File: src/rtl/dmem_pkg.sv
// Shared types and constants for the data-memory controller.
package dmem_pkg;
  typedef enum logic [1:0] {IDLE, BUSY, DONE} dmem_state_t;

  localparam logic [3:0] BE_ALL     = 4'hF;
  localparam int         BYTE_LANES = 4;
endpackage

File: src/rtl/dmem_watchdog.sv
// Cycle counter for the BUSY phase; expired marks the last cycle an ack may still arrive.
module dmem_watchdog #(
  parameter int TIMEOUT = 255
) (
  input  logic clk,
  input  logic reset,
  input  logic clear,
  input  logic enable,
  output logic expired
);
  localparam int              CW   = $clog2(TIMEOUT + 1);
  localparam logic [CW-1:0]   LAST = CW'(TIMEOUT - 1);

  logic [CW-1:0] r_count;

  always_ff @(posedge clk) begin
    if (reset || clear) begin
      r_count <= '0;
    end else if (enable) begin
      r_count <= r_count + 1'b1;
    end
  end

  // High in the TIMEOUT-th enabled cycle, so the request is held exactly TIMEOUT cycles.
  assign expired = enable && (r_count == LAST);
endmodule

File: src/rtl/dmem_ctrl.sv
// Stalls the core for one request/ack memory transaction and returns registered load data.
module dmem_ctrl
  import dmem_pkg::*;
#(
  parameter int DATA_WIDTH = 32,
  parameter int ADDR_WIDTH = 32,
  parameter int TIMEOUT    = 255
) (
  input  logic                  clk,
  input  logic                  reset,
  input  logic                  rd_en,
  input  logic [BYTE_LANES-1:0] wr_en,
  input  logic [ADDR_WIDTH-1:0] addr,
  input  logic [DATA_WIDTH-1:0] wr_data,
  output logic [DATA_WIDTH-1:0] rd_data,
  output logic                  stall,
  output logic                  fault,
  output logic                  mem_req,
  output logic                  mem_we,
  output logic [BYTE_LANES-1:0] mem_be,
  output logic [ADDR_WIDTH-1:0] mem_addr,
  output logic [DATA_WIDTH-1:0] mem_wdata,
  input  logic                  mem_ack,
  input  logic [DATA_WIDTH-1:0] mem_rdata
);
  dmem_state_t           r_state;
  logic [DATA_WIDTH-1:0] r_rd_data;
  logic                  r_fault;
  logic                  r_mem_req;
  logic                  r_mem_we;
  logic [BYTE_LANES-1:0] r_mem_be;
  logic [ADDR_WIDTH-1:0] r_mem_addr;
  logic [DATA_WIDTH-1:0] r_mem_wdata;

  logic w_req;
  logic w_store;
  logic w_illegal;
  logic w_busy;
  logic w_expired;
  logic w_unused;

  assign w_store   = |wr_en;
  assign w_req     = rd_en | w_store;
  assign w_illegal = rd_en & w_store;
  assign w_busy    = (r_state == BUSY);
  assign w_unused  = ^addr[1:0];

  dmem_watchdog #(.TIMEOUT(TIMEOUT)) u_watchdog (
    .clk     (clk),
    .reset   (reset),
    .clear   (~w_busy | mem_ack),
    .enable  (w_busy),
    .expired (w_expired)
  );

  // Only the IDLE sample cycle looks at the core pins combinationally.
  always_comb begin
    stall = 1'b0;
    case (r_state)
      IDLE:    stall = w_req;
      BUSY:    stall = 1'b1;
      default: stall = 1'b0;
    endcase
  end

  always_ff @(posedge clk) begin
    if (reset) begin
      r_state     <= IDLE;
      r_rd_data   <= '0;
      r_fault     <= 1'b0;
      r_mem_req   <= 1'b0;
      r_mem_we    <= 1'b0;
      r_mem_be    <= '0;
      r_mem_addr  <= '0;
      r_mem_wdata <= '0;
    end else begin
      r_fault <= 1'b0;
      case (r_state)
        IDLE: begin
          if (w_req) begin
            // A simultaneous load and store resolves to the store and is flagged.
            r_state     <= BUSY;
            r_mem_req   <= 1'b1;
            r_mem_we    <= w_store;
            r_mem_be    <= w_store ? wr_en : BE_ALL;
            r_mem_addr  <= {addr[ADDR_WIDTH-1:2], 2'b00};
            r_mem_wdata <= wr_data;
            r_fault     <= w_illegal;
          end
        end
        BUSY: begin
          if (mem_ack) begin
            if (!r_mem_we) r_rd_data <= mem_rdata;
            r_mem_req <= 1'b0;
            r_state   <= DONE;
          end else if (w_expired) begin
            r_rd_data <= '0;
            r_fault   <= 1'b1;
            r_mem_req <= 1'b0;
            r_state   <= DONE;
          end
        end
        DONE:    r_state <= IDLE;
        default: r_state <= IDLE;
      endcase
    end
  end

  assign rd_data   = r_rd_data;
  assign fault     = r_fault;
  assign mem_req   = r_mem_req;
  assign mem_we    = r_mem_we;
  assign mem_be    = r_mem_be;
  assign mem_addr  = r_mem_addr;
  assign mem_wdata = r_mem_wdata;
endmodule

File: config.mk
export PLATFORM = sky130hd
export DESIGN_NAME = dmem_ctrl
export DESIGN_NICKNAME = d
export VERILOG_FILES = /design/src/rtl/dmem_pkg.sv /design/src/rtl/dmem_watchdog.sv /design/src/rtl/dmem_ctrl.sv
export SDC_FILE = /design/constraint.sdc
export NUM_CORES = 1
export LEC_CHECK = 0
export ABC_CLOCK_PERIOD_IN_PS = 2700
export CAP_MARGIN = 20
export CELL_PAD_IN_SITES_DETAIL_PLACEMENT = 1
export CELL_PAD_IN_SITES_GLOBAL_PLACEMENT = 1
export CORE_ASPECT_RATIO = 0.6
export CORE_MARGIN = 2
export CORE_UTILIZATION = 35
export DETAILED_ROUTE_END_ITERATION = 16
export PLACE_DENSITY_LB_ADDON = 0.08
export SLEW_MARGIN = 0
export SYNTH_ARGS = -nofsm -noshare
export SYNTH_HDL_FRONTEND = slang
export SYNTH_HIERARCHICAL = 1
export SYNTH_SLANG_ARGS = --single-unit
File: constraint.sdc
create_clock -name clk -period 2.7 [get_ports clk]
set_input_delay 0.405 -clock clk [delete_from_list [all_inputs] [get_ports clk]]
set_output_delay 0.405 -clock clk [all_outputs]
set_load 0.05 [all_outputs]
**Word-level counts from Yosys, hierarchy flattened**

Cells that the tools add are included.

- Equal/unequal tests: 5
- Mux-type cells: 17
- Add/sub/neg operators: 1
- Bitwise gates (word level): 4
- Reduce and logical (&&, ||, !) cells: 10

Operator list:

| cell | number |
|---|---|
| $mux 32 | 3 |
| $add 8x1->8 const B | 1 |
| $eq 8x8->1 const B | 1 |
| $mux 1 | 6 |
| $mux 2 | 3 |
| $pmux 1 s2 | 3 |
| $reduce_and 3->1 | 2 |
| $mux 4 | 1 |
| $ne 2x2->1 const B | 2 |
| $pmux 2 s2 | 1 |
| $reduce_and 2->1 | 2 |
| $reduce_bool 2->1 | 2 |
| $reduce_or 4->1 | 1 |
| $ne 3x3->1 const B | 1 |
| $eq 2x1->1 const B | 1 |
| $logic_not 2->1 | 1 |
| $or 1x1->1 | 2 |
| $and 1x1->1 | 1 |
| $logic_and 1x1->1 | 1 |
| $logic_or 1x1->1 | 1 |
| $not 1->1 | 1 |

- Output and inout port bits: 104
- Bits in registers: 111

**Longest topological paths before layout**

- Depth in word-level cells: 5
- Gate-level depth with buffers: 9
- Mapped depth without buffers: 7

**By module**

The synthesis kept the hierarchy.

By module, submodules not included:

| module | times used | cells each | sequential area each (um^2) | area each (um^2) |
|---|---|---|---|---|
| dmem_ctrl | 1 | 568 | 2062.0 | 5041.1 |
| dmem_watchdog | 1 | 42 | 160.2 | 369.1 |

**Least setup slack after synthesis**

Ideal clock, no wire load.

- Kind: input -> output
- From: in rd_en
- To: out stall
- Arrival: 1667 ps
- Cell stages on the path: 4
- Setup slack: 628 ps
- Buffers on the path: 2
- Path through: clkbuf_1 clkbuf_1 nor3_1 nor2_1

- Cells in the longest elaborated chain, start to end: 2

RTL lines:

| item | line | text |
|---|---|---|
| start: declaration | dmem_ctrl.sv:11 | `input logic rd_en,` |
| $or 1x1->1 | dmem_ctrl.sv:43 | `assign w_req = rd_en \| w_store;` |
| $pmux 1 s2 | dmem_ctrl.sv:59 | `case (r_state)` |
| end: declaration | dmem_ctrl.sv:16 | `output logic stall,` |

No other way between the ends.

**Worst setup path after layout**

- From: reg r_state[1]
- To: reg r_rd_data[6] (netlist: rd_data[6])

- Cells in the longest elaborated chain, start to end: 4

RTL lines:

| item | line | text |
|---|---|---|
| start: declaration | dmem_ctrl.sv:26 | `dmem_state_t r_state;` |
| start signal: assignment | dmem_ctrl.sv:68 | `r_state <= IDLE;` |
| start signal: assignment | dmem_ctrl.sv:82 | `r_state <= BUSY;` |
| start signal: assignment | dmem_ctrl.sv:95 | `r_state <= DONE;` |
| $eq 2x1->1 | dmem_ctrl.sv:45 | `assign w_busy = (r_state == BUSY);` |
| via w_busy | dmem_ctrl.sv:38 | `logic w_busy;` |
| $logic_and 1x1->1 | dmem_watchdog.sv:25 | `assign expired = enable && (r_count == LAST);` |
| via w_expired | dmem_ctrl.sv:39 | `logic w_expired;` |
| $reduce_bool 2->1 (no line) | n/a |  |
| $reduce_and 3->1 (no line) | n/a |  |
| end signal: assignment | dmem_ctrl.sv:93 | `if (!r_mem_we) r_rd_data <= mem_rdata;` |
| end: declaration | dmem_ctrl.sv:27 | `logic [DATA_WIDTH-1:0] r_rd_data;` |

The timed path passes the listed nets, and every way through them passes these cells.
A chain may end at the register's enable or synchronous reset.

==> run metrics <==
WL per Instance approximately 19 um; top-level port count 208; Top cell by count, worst path nand2b_1; ANT nets after route 0; Post-Place Setup Slack ~0.33 ns; CTS tree done; vias in the first global route 5460; fill count around 1.7k; Critical path buffers and inverters 2; global route overflow 0; Die Y between 100 and 150 um; CTS root buf clkbuf_16; DRC violations left 0; setup violators final 0; total chip power between 4 and 5 mW; worst-path cell chain nand2b_1, inv_1, nand4_1, nor2_1, nand2b_1, a21oi_4, buf_4, mux2i_1; hold bufs inserted after CTS 0; Fmax around 420 MHz; Synth Instances 610; WL final 18.5 mm; Lkg Pwr 2.74 nW; initial antenna violation count 0; H-tree Lvls 3; core area 0.0152 sq mm; hpwl dp 12.2 mm; worst slew pin tran 0.893 ns; routed vias 5458; status completed; largest cells by area after synthesis dfxtp_1, a32oi_1, o2111ai_1, nor3b_1, nand2_1; ANT cells 0; final core occ 0.512; TritonRoute pass-1 iters 4; HP Class in2reg; Synth warnings 6; die area 0.0165 sq mm; total track usage 0.220; sequential area share after synthesis 0.411; multi-input logic area 0.00279 sq mm; syn_area_per_cell 8.87 sq um; CP Launch Type register; GPL Wtd Cong 0.770; post-CTS setup buffers 0; critical path peak fanout 8; drt via density 5.65; post-synth cell types 32; maxcap violations 0; PwrDens 568 mW/mm^2; setup ws final 0.307 ns; crit path time final 2.39 ns; Synth Cell Area 0.00541 sq mm; Worst path max stage delay 0.39 ns; setup TNS 0 ns; share of layout cells above drive strength 1 0.0550; Worst-Skew Late Latency 0.35 ns; WS Path Type reg2reg; Critical Path RT 2.97 ns; nets@finish 864; synthesized flop and latch total 111; Hold Violations, Final 0; Iteration-0 DRC Markers 359; max-slew headroom at the worst pin 0.405; dpl cells between 900 and 1k; CP endpoint kind register; CTS Sinks 111; initial core utilization 0.355; worst path arrival time 2.66 ns; Die W 165 um; final setup skew 0.00966 ns; CP top delay family simple AND/OR/NAND/NOR gates; Final Cycle Share 0.886; register area roughly 0.0022 sq mm; max-slew violations 0; RSZ-0062 raised after global routing no; site row count 35; final non-filler cell total 966; Synth area leader dfxtp_1; peak supply drop 0.296 mV; number of CTS-inserted buffers 9; clock-pin transition on the worst setup and hold timing paths 0.07 ns; top-area cell type share of the netlist area 0.411; Layout area overhead 44.3%; CP max-delay cell a21oi_4; largest net degree at the start of global routing 95; post-cts sizing count 0; Clock Path Buffers 2; Port-buffer cells 203; first-pass GRT wire length between 20 and 30 mm
[cell usage after synthesis, drive strengths merged]
cell type    n
nand3       34
nor3         2
nor4         1
nand2b       4
or2          2
nand2       97
dfxtp      111
a211oi       1
o31ai        4
mux2i       32
nand4        4
ha           2
nor2        10
nor3b       63
inv          9
buf         28
xor2         3
conb         1
or4          1
o2111ai     62
a21oi       11
xnor2        1
a32oi       63
clkbuf      55
o21ai        6
or3          3
[cell usage in the layout (no fill, tap or decap), types with 2 or more instances in the layout]
cell	synthesis	layout
a21oi_1	10	10
a32oi_1	63	63
buf_12	0	4
buf_4	6	14
clkbuf_16	0	9
clkbuf_8	0	2
clkdlybuf4s50_1	0	200
clkinvlp_4	0	2
conb_1	1	2
dfxtp_1	111	111
ha_1	2	2
inv_1	9	8
mux2i_1	32	32
nand2_1	97	97
nand2b_1	4	4
nand3_1	34	34
nand4_1	3	3
nor2_1	10	9
nor3_1	2	2
nor3b_1	63	63
o2111ai_1	62	62
o21ai_0	5	5
o31ai_1	4	4
or2_2	2	2
or3_1	3	3
xor2_1	3	3
[final timing paths]
kind / slack [ns] / start / endpoint / cells past startpoint
worst max-delay path: 0.31 / r_state[1] / rd_data[6] / 8
worst min-delay path: 0.44 / rd_en / mem_wdata[30] / 3
worst max register to register: 0.31 / r_state[1] / rd_data[6] / 8
worst min register to register: 0.45 / mem_be[2] / mem_be[2] / 2
[power breakdown]
part	switching [mW]	internal [mW]	total, mW	leakage (nW)
Sequential	0.0780	1.75	1.83	0.911
Clock	0.620	0.774	1.39	0.145
Combinational	0.765	0.448	1.21	1.68
Total	1.46	2.97	4.43	2.74
[tightest hold or removal path: stages]
cell       delay (ns)
buf_4            0.14
o2111ai_1        0.13
nand2_1          0.07
[layout make-up]
class	instances	area share
tap	203	0.0325
inverter	9	0.00497
multi-input combinational	408	0.357
timing repair buffer	219	0.281
clock buffer	12	0.0329
clock inverter	4	0.00689
sequential	111	0.285
[state kept, by name, summed over array words and instances, names as in the netlist]
name / flops
mem_addr: 30
mem_wdata: 32
rd_data: 32
fault: 1
mem_be: 4
u_watchdog/r_count: 8
r_state: 2
mem_we: 1
mem_req: 1
[logic make-up (layout without fill, tap and decap cells)]
| group | Yosys count | after routing | share of synthesized area |
|---|---|---|---|
| and+or+nand+nor | 221 | 221 | 0.214 |
| AOI/OAI and AO/OA | 147 | 147 | 0.226 |
| DFF | 111 | 111 | 0.411 |
| buffers and inverters | 92 | 244 | 0.0782 |
| muxes | 32 | 32 | 0.0592 |
| xor gates and xnor gates | 4 | 4 | 0.00648 |
| adders and majority gates | 2 | 2 | 0.00462 |
| other | 1 | 2 | 0.000693 |
[routing by layer]
layer / up-vias / GRT usage / wire (um) / share of wire
met5: - / 0 / 0 / 0
met4: 0 / 0.0395 / 100 / 0.0054
met3: 9 / 0.0789 / 1530 / 0.083
met2: 158 / 0.357 / 8390 / 0.45
met1: 2692 / 0.287 / 8480 / 0.46
li1: 2599 / - / - / -
[stage by stage]
| stage | hold slack (ns) | cell area (sq um) |
|---|---|---|
| 2_1_floorplan | 0.458 | 5410 |
| 3_3_place_gp | 0.438 | 7500 |
| 3_5_place_dp | 0.448 | 7500 |
| 4_1_cts | 0.435 | 7810 |
| 5_1_grt | 0.467 | 7810 |
| 6_report | 0.440 | 7810 |
No activity file was read; power rests on OpenSTA's default activity.
